## config.mk

```make
export PLATFORM = sky130hd
export DESIGN_NAME = nth_bit_iter_flat
export DESIGN_NICKNAME = d
export VERILOG_FILES = /design/src/rtl/nth_bit_iter_if.sv /design/src/rtl/nth_bit_iter.sv /design/src/flat_wrapper.sv
export SDC_FILE = /design/constraint.sdc
export NUM_CORES = 1
export LEC_CHECK = 0
export CAP_MARGIN = 20
export CORE_AREA = 2 2 73 75
export CTS_CLUSTER_SIZE = 30
export DETAILED_ROUTE_END_ITERATION = 10
export DIE_AREA = 0 0 75 77
export SYNTH_ARGS = -nofsm -noshare
export SYNTH_HDL_FRONTEND = slang
export SYNTH_SLANG_ARGS = --single-unit
```

## constraint.sdc

```tcl
create_clock -name clk -period 4.4 [get_ports clk]
set_clock_uncertainty 0.2 [all_clocks]
set_input_delay 1.32 -clock clk [delete_from_list [all_inputs] [get_ports clk]]
set_output_delay 1.32 -clock clk [all_outputs]
set_load 0.005 [all_outputs]
```

## src/rtl/nth_bit_iter_if.sv

```systemverilog
// Load/beat handshake bundle for the set-bit iterator.
// The slave modport is the iterator; the master modport is its producer/consumer.
interface nth_bit_iter_if #(
    parameter int unsigned WIDTH = 12
);
    localparam int unsigned IW = $clog2(WIDTH);
    localparam int unsigned CW = $clog2(WIDTH + 1);

    logic             load_valid_i;
    logic             load_ready_o;
    logic [WIDTH-1:0] vec_i;
    logic [CW-1:0]    skip_i;
    logic             abort_i;
    logic             out_valid_o;
    logic             out_ready_i;
    logic [WIDTH-1:0] out_onehot_o;
    logic [IW-1:0]    out_idx_o;
    logic [CW-1:0]    out_ord_o;
    logic             out_last_o;
    logic             out_empty_o;

    modport slave (
        input  load_valid_i, vec_i, skip_i, abort_i, out_ready_i,
        output load_ready_o, out_valid_o, out_onehot_o, out_idx_o, out_ord_o,
               out_last_o, out_empty_o
    );

    modport master (
        output load_valid_i, vec_i, skip_i, abort_i, out_ready_i,
        input  load_ready_o, out_valid_o, out_onehot_o, out_idx_o, out_ord_o,
               out_last_o, out_empty_o
    );
endinterface

```

## src/rtl/nth_bit_iter.sv

```systemverilog
// Sequential set-bit iterator: discards the lowest skip_i set bits of a loaded
// vector, then emits each remaining set bit LSB-first, one beat per handshake.
module nth_bit_iter #(
    parameter int unsigned WIDTH = 12
) (
    input  logic           clk,
    input  logic           reset_n,
    nth_bit_iter_if.slave  bus
);
    localparam int unsigned IW = $clog2(WIDTH);
    localparam int unsigned CW = $clog2(WIDTH + 1);

    typedef enum logic [1:0] {StIdle, StSkip, StEmit} state_e;

    state_e           state_q, state_d;
    logic [WIDTH-1:0] residue_q, residue_d;
    logic [CW-1:0]    skip_cnt_q, skip_cnt_d;
    logic [CW-1:0]    ord_cnt_q, ord_cnt_d;

    logic [WIDTH-1:0] lowest;
    logic [WIDTH-1:0] res_clr;
    logic [CW-1:0]    skip_dec;
    logic             res_zero;
    logic             res_single;
    logic             emit;
    logic [IW-1:0]    low_idx;

    assign lowest     = residue_q & (~residue_q + WIDTH'(1));
    assign res_clr    = residue_q & (residue_q - WIDTH'(1));
    assign res_zero   = (residue_q == '0);
    assign res_single = !res_zero && (res_clr == '0);
    assign skip_dec   = skip_cnt_q - CW'(1);
    assign emit       = (state_q == StEmit);

    always_comb begin
        state_d    = state_q;
        residue_d  = residue_q;
        skip_cnt_d = skip_cnt_q;
        ord_cnt_d  = ord_cnt_q;
        unique case (state_q)
            StIdle: begin
                // abort_i is ignored here so a coincident load still lands
                if (bus.load_valid_i) begin
                    residue_d  = bus.vec_i;
                    skip_cnt_d = bus.skip_i;
                    ord_cnt_d  = '0;
                    state_d    = (bus.skip_i == '0 || bus.vec_i == '0) ? StEmit : StSkip;
                end
            end
            StSkip: begin
                residue_d  = res_clr;
                skip_cnt_d = skip_dec;
                ord_cnt_d  = ord_cnt_q + CW'(1);
                if (skip_dec == '0 || res_clr == '0) begin
                    state_d = StEmit;
                end
            end
            StEmit: begin
                if (bus.out_ready_i) begin
                    residue_d = res_clr;
                    ord_cnt_d = ord_cnt_q + CW'(1);
                    if (res_zero || res_single) begin
                        state_d = StIdle;
                    end
                end
            end
            default: state_d = StIdle;
        endcase
        if (bus.abort_i && state_q != StIdle) begin
            state_d   = StIdle;
            residue_d = '0;
        end
    end

    always_ff @(posedge clk or negedge reset_n) begin
        if (!reset_n) begin
            state_q    <= StIdle;
            residue_q  <= '0;
            skip_cnt_q <= '0;
            ord_cnt_q  <= '0;
        end else begin
            state_q    <= state_d;
            residue_q  <= residue_d;
            skip_cnt_q <= skip_cnt_d;
            ord_cnt_q  <= ord_cnt_d;
        end
    end

    always_comb begin
        low_idx = '0;
        for (int i = 0; i < WIDTH; i++) begin
            if (lowest[i]) begin
                low_idx = IW'(i);
            end
        end
    end

    // Beat fields are forced to zero outside EMIT so idle outputs stay quiet.
    assign bus.load_ready_o = (state_q == StIdle);
    assign bus.out_valid_o  = emit;
    assign bus.out_onehot_o = emit ? lowest : '0;
    assign bus.out_idx_o    = emit ? low_idx : '0;
    assign bus.out_ord_o    = emit ? ord_cnt_q : '0;
    assign bus.out_last_o   = emit && (res_zero || res_single);
    assign bus.out_empty_o  = emit && res_zero;
endmodule

```

## src/flat_wrapper.sv

```systemverilog
// flat-port wrapper written by rule: the top's interface ports become plain ports
module nth_bit_iter_flat 
#(
    parameter int unsigned WIDTH = 12
)
  (clk, reset_n, bus_load_valid_i, bus_vec_i, bus_skip_i, bus_abort_i, bus_out_ready_i, bus_load_ready_o, bus_out_valid_o, bus_out_onehot_o, bus_out_idx_o, bus_out_ord_o, bus_out_last_o, bus_out_empty_o);
  nth_bit_iter_if #(.WIDTH(WIDTH)) bus_i ();
  input  logic clk;
  input  logic reset_n;
  input wire logic [$bits(bus_i.load_valid_i)-1:0] bus_load_valid_i;
  input wire logic [$bits(bus_i.vec_i)-1:0] bus_vec_i;
  input wire logic [$bits(bus_i.skip_i)-1:0] bus_skip_i;
  input wire logic [$bits(bus_i.abort_i)-1:0] bus_abort_i;
  input wire logic [$bits(bus_i.out_ready_i)-1:0] bus_out_ready_i;
  output wire logic [$bits(bus_i.load_ready_o)-1:0] bus_load_ready_o;
  output wire logic [$bits(bus_i.out_valid_o)-1:0] bus_out_valid_o;
  output wire logic [$bits(bus_i.out_onehot_o)-1:0] bus_out_onehot_o;
  output wire logic [$bits(bus_i.out_idx_o)-1:0] bus_out_idx_o;
  output wire logic [$bits(bus_i.out_ord_o)-1:0] bus_out_ord_o;
  output wire logic [$bits(bus_i.out_last_o)-1:0] bus_out_last_o;
  output wire logic [$bits(bus_i.out_empty_o)-1:0] bus_out_empty_o;
  assign bus_i.load_valid_i = bus_load_valid_i;
  assign bus_i.vec_i = bus_vec_i;
  assign bus_i.skip_i = bus_skip_i;
  assign bus_i.abort_i = bus_abort_i;
  assign bus_i.out_ready_i = bus_out_ready_i;
  assign bus_load_ready_o = bus_i.load_ready_o;
  assign bus_out_valid_o = bus_i.out_valid_o;
  assign bus_out_onehot_o = bus_i.out_onehot_o;
  assign bus_out_idx_o = bus_i.out_idx_o;
  assign bus_out_ord_o = bus_i.out_ord_o;
  assign bus_out_last_o = bus_i.out_last_o;
  assign bus_out_empty_o = bus_i.out_empty_o;
  nth_bit_iter #(.WIDTH(WIDTH)) u_core (.clk(clk), .reset_n(reset_n), .bus(bus_i));
endmodule
```

==> metrics.txt <==
# TYPE chip_impl_metric gauge
chip_impl_metric{name="numPortBuffers",unit=""} 44
chip_impl_metric{name="antenna-diode-count",unit=""} 0
chip_impl_info{name="post_synth_most_frequent_cells",value="sky130_fd_sc_hd__dfrtp_1 (22), sky130_fd_sc_hd__o21ai_0 (18), sky130_fd_sc_hd__nand2_1 (15)"} 1
chip_impl_info{name="post-synth-top-count-cell",value="sky130_fd_sc_hd__dfrtp_1"} 1
chip_impl_metric{name="grt-ovfl-total",unit=""} 0
chip_impl_metric{name="yosysSeqAreaShare",unit="%"} 33.0
chip_impl_metric{name="syn_area_per_cell",unit="µm²"} 7.99
chip_impl_metric{name="clock_tree.htree_level_count",unit=""} 1
chip_impl_info{name="critPathCaptureType",value="output port"} 1
chip_impl_metric{name="peak_freq",unit="MHz"} 240
chip_impl_metric{name="final.min_clock_period",unit="ns"} 4.17
chip_impl_info{name="reg2reg_from",value="u_core.residue_q[1]"} 1
chip_impl_metric{name="synth_warnings",unit=""} 0
chip_impl_metric{name="dp.final_hpwl",unit="mm"} 3.50
chip_impl_metric{name="critPathMaxFanout",unit=""} 7
chip_impl_metric{name="cts-buffers-inserted",unit=""} 3
chip_impl_metric{name="vdd.ir_drop.worst",unit="mV"} 0.341
chip_impl_info{name="reg2reg_to",value="u_core.state_q[1]"} 1
chip_impl_info{name="outcome",value="finished clean"} 1
chip_impl_info{name="hold_path.startpoint",value="u_core.ord_cnt_q[3]"} 1
chip_impl_metric{name="logic_depth_of_the_worst_register_to_register_path",unit=""} 6
chip_impl_metric{name="total_negative_setup_slack",unit="ns"} 0
chip_impl_metric{name="slew_viol_final",unit=""} 0
chip_impl_metric{name="die_w",unit="µm"} 75
chip_impl_metric{name="clock_pin_slew_on_the_worst_setup_and_hold_paths",unit="ns"} 0.08
chip_impl_info{name="path_type_of_the_worst_min_delay_path",value="flop to flop"} 1
chip_impl_metric{name="stdcell_count",unit=""} 319
chip_impl_metric{name="drt_pass1_iterations",unit=""} 4
chip_impl_metric{name="number_of_sinks_driven_by_the_clock_tree",unit=""} 22
chip_impl_metric{name="maximum_number_of_pins_on_one_net_before_global_route_repair",unit=""} 23
chip_impl_info{name="hold_path_end",value="u_core.ord_cnt_q[3]"} 1
chip_impl_info{name="tritoncts_clock_tree",value="done"} 1
chip_impl_info{name="setup.worst_path.class",value="flop to output port"} 1
chip_impl_metric{name="synth_nets",unit=""} 237
chip_impl_metric{name="finalCritPeriodShare",unit="%"} 94.8
chip_impl_metric{name="drv_cap",unit=""} 0
chip_impl_metric{name="finalNetCount",unit=""} 279
chip_impl_info{name="cts-root-buf",value="sky130_fd_sc_hd__clkbuf_8"} 1
chip_impl_metric{name="timing.max_slew.rel_slack",unit="%"} 66.0
chip_impl_metric{name="grt_pass1_vias",unit=""} 1620
chip_impl_metric{name="dr_total_vias",unit=""} 1716
chip_impl_metric{name="yosysTopAreaCellShare",unit="%"} 33.0
chip_impl_info{name="synth_top_flop_cell",value="sky130_fd_sc_hd__dfrtp_1"} 1
chip_impl_metric{name="max_slew.worst_pin.slew",unit="ns"} 0.505
chip_impl_metric{name="ffs_w_async_s_r_synth",unit="%"} 100
chip_impl_metric{name="total_leakage_power",unit="nW"} 0.943
chip_impl_metric{name="post_drt_via_cell_ratio",unit=""} 5.38
chip_impl_metric{name="chipHeight",unit="µm"} 77
chip_impl_metric{name="cp.arrival",unit="ns"} 2.65
chip_impl_metric{name="worst_ep_required_time",unit="ns"} 2.88
chip_impl_info{name="grt_setup_unrepaired",value="no"} 1
chip_impl_metric{name="antenna_found_initial",unit=""} 0
chip_impl_metric{name="drt_drc_violations_left",unit=""} 0
chip_impl_metric{name="cellPowerDensity",unit="mW/mm²"} 655
chip_impl_metric{name="routed_len_inst",unit="µm"} 14.6
chip_impl_metric{name="drt-total-wl",unit="mm"} 4.64
chip_impl_metric{name="gp_congestion",unit=""} 0.925
chip_impl_metric{name="fp-row-count",unit=""} 26
chip_impl_metric{name="synthesis.area",unit="mm²"} 0.00167
chip_impl_info{name="critPathLaunchType",value="flop"} 1
chip_impl_info{name="ys_top_cells_by_area",value="sky130_fd_sc_hd__dfrtp_1 (33%), sky130_fd_sc_hd__a22o_1 (5.8%), sky130_fd_sc_hd__o21ai_0 (5.4%)"} 1
chip_impl_metric{name="clock_latency",unit="ns"} 0.26
chip_impl_metric{name="core_area",unit="mm²"} 0.00498
chip_impl_metric{name="ys_seq_elements",unit=""} 22
chip_impl_metric{name="die_area",unit="mm²"} 0.00578
chip_impl_metric{name="clk_path_buf_depth",unit=""} 2
chip_impl_metric{name="drt_iter0_drc",unit=""} 122
chip_impl_metric{name="grt_first_pass_wirelength",unit="mm"} 8.17
chip_impl_metric{name="hold_viol",unit=""} 0
chip_impl_metric{name="hold_ws",unit="ns"} 0.286
chip_impl_info{name="synthDominantAreaCellType",value="sky130_fd_sc_hd__dfrtp_1"} 1
chip_impl_metric{name="timing.final.setup_violations",unit=""} 0
chip_impl_metric{name="syn2layout_area_growth",unit="%"} 35.5
chip_impl_metric{name="cts_hold_buffers",unit=""} 0
chip_impl_metric{name="cell_count_post_placement",unit=""} 314
chip_impl_metric{name="floorplan.io_pins",unit=""} 45
chip_impl_metric{name="synth_cell_types",unit=""} 37
chip_impl_metric{name="post_route_cells_drive_above_1_share",unit="%"} 6.02
chip_impl_metric{name="global_route.usage.total",unit="%"} 17.7
chip_impl_metric{name="initial_core_utilization",unit="%"} 33.6
chip_impl_metric{name="synthesis.instances",unit=""} 209
chip_impl_metric{name="holdPathStages",unit=""} 1
chip_impl_metric{name="synth_edf_count",unit=""} 0
chip_impl_metric{name="setup.reg_to_reg.worst_slack",unit="ns"} 1.56
chip_impl_metric{name="route.antenna.remaining_nets",unit=""} 0
==> what timing repair did <==
item	CTS	global route
resized for setup	0	4
hold endpoints to repair	0	0
setup buffers	0	1
setup endpoints to repair	0	3
==> registers in the layout, summed over array words and instances (netlist names) <==
register           flops
u_core.skip_cnt_q      4
u_core.residue_q      12
u_core.state_q         2
u_core.ord_cnt_q       4
==> area by class of cell <==
cell class,instances,area [µm²]
flip-flops and latches,22,552
clock buffers,3,41.3
multi-input cells,161,1030
repair buffers,49,500
fillers,499,2710
inverters,14,52.6
well taps,70,87.6
==> logic make-up after synthesis <==
family,count (synthesis),share of synthesized area (%)
flops,22,33.0
xor+xnor,2,1.05
buf+inv,26,5.92
mux,4,2.47
compound gates,64,25.8
simple gates,84,26.6
fa+ha+maj,7,5.24
==> layer usage <==
metal | wire length, µm | vias up | track usage, % | part of all wire (%)
met2 | 2210 | 40 | 27.9 | 48
met1 | 2190 | 818 | 25.2 | 47
met4 | 33 | 0 | 3.04 | 0.71
li1 | - | 856 | - | -
met3 | 205 | 2 | 3.29 | 4.4
met5 | 0 | - | 0 | 0
==> power by group <==
group	leakage (nW)	switching, W	total (W)	internal, W
clock network	0.0216	0.0000631	0.000124	0.0000610
logic	0.642	0.000523	0.000942	0.000419
registers	0.279	0.000132	0.000417	0.000285
total	0.943	0.000718	0.00148	0.000765
==> stage by stage <==
step / total power [W] / worst slack, ns / util [%] / cell area (µm²)
after floorplan: 0.00108 / 0.787 / - / 1670
after global placement: 0.00134 / 0.352 / 43.7 / 2170
after detailed placement: 0.00135 / 0.323 / 43.7 / 2170
after CTS: 0.00148 / 0.0296 / 44.5 / 2220
after global routing: 0.00165 / 0.00907 / 45.5 / 2260
final: 0.00148 / 0.227 / 45.5 / 2260
==> how the worst max path moves through the flow <==
| stage | to | cells after the start | slack, ns | startpoint |
|---|---|---|---|---|
| global route | bus_out_idx_o[0] | 6 | 0.009 | u_core.residue_q[1] |
| CTS | bus_out_last_o | 6 | 0.03 | u_core.residue_q[1] |
| finish | bus_out_idx_o[1] | 6 | 0.23 | u_core.residue_q[1] |
| detailed placement | bus_out_last_o | 6 | 0.32 | u_core.residue_q[1] |
| floorplan | bus_out_last_o | 6 | 0.79 | u_core.residue_q[1] |
| global placement | bus_out_last_o | 6 | 0.35 | u_core.residue_q[1] |
==> layout by cell type, fill, tap and decap left out, types with 2 or more instances in the layout <==
master / netlist / routed
sky130_fd_sc_hd__clkdlybuf4s50_1: 0 / 43
sky130_fd_sc_hd__dfrtp_1: 22 / 21
sky130_fd_sc_hd__o21ai_0: 18 / 18
sky130_fd_sc_hd__nand2_1: 15 / 15
sky130_fd_sc_hd__inv_1: 14 / 14
sky130_fd_sc_hd__nor2_1: 14 / 14
sky130_fd_sc_hd__nor3_1: 14 / 13
sky130_fd_sc_hd__a22o_1: 11 / 11
sky130_fd_sc_hd__and3_1: 9 / 9
sky130_fd_sc_hd__o21ai_1: 8 / 8
sky130_fd_sc_hd__nand3_1: 8 / 8
sky130_fd_sc_hd__nor4_1: 7 / 7
sky130_fd_sc_hd__ha_1: 7 / 7
sky130_fd_sc_hd__a21oi_1: 7 / 6
sky130_fd_sc_hd__o22ai_1: 5 / 5
sky130_fd_sc_hd__and2_1: 4 / 4
sky130_fd_sc_hd__or3_1: 4 / 4
sky130_fd_sc_hd__buf_4: 0 / 4
sky130_fd_sc_hd__o31ai_1: 3 / 3
sky130_fd_sc_hd__a31oi_1: 3 / 3
sky130_fd_sc_hd__o211ai_1: 3 / 3
sky130_fd_sc_hd__mux2i_1: 3 / 3
sky130_fd_sc_hd__clkbuf_8: 0 / 3
sky130_fd_sc_hd__o31ai_4: 2 / 2
sky130_fd_sc_hd__nand2b_1: 2 / 2
sky130_fd_sc_hd__o21a_1: 2 / 2
==> critical path, stage by stage, from the launching register on <==
cell,delay [ns]
sky130_fd_sc_hd__dfrtp_2,0.45
sky130_fd_sc_hd__nor4_1,0.50
sky130_fd_sc_hd__nand2_1,0.20
sky130_fd_sc_hd__nor3_1,0.44
sky130_fd_sc_hd__nand2_1,0.13
sky130_fd_sc_hd__a31oi_1,0.15
sky130_fd_sc_hd__clkdlybuf4s50_1,0.52
No activity file was read; power rests on OpenSTA's default activity.
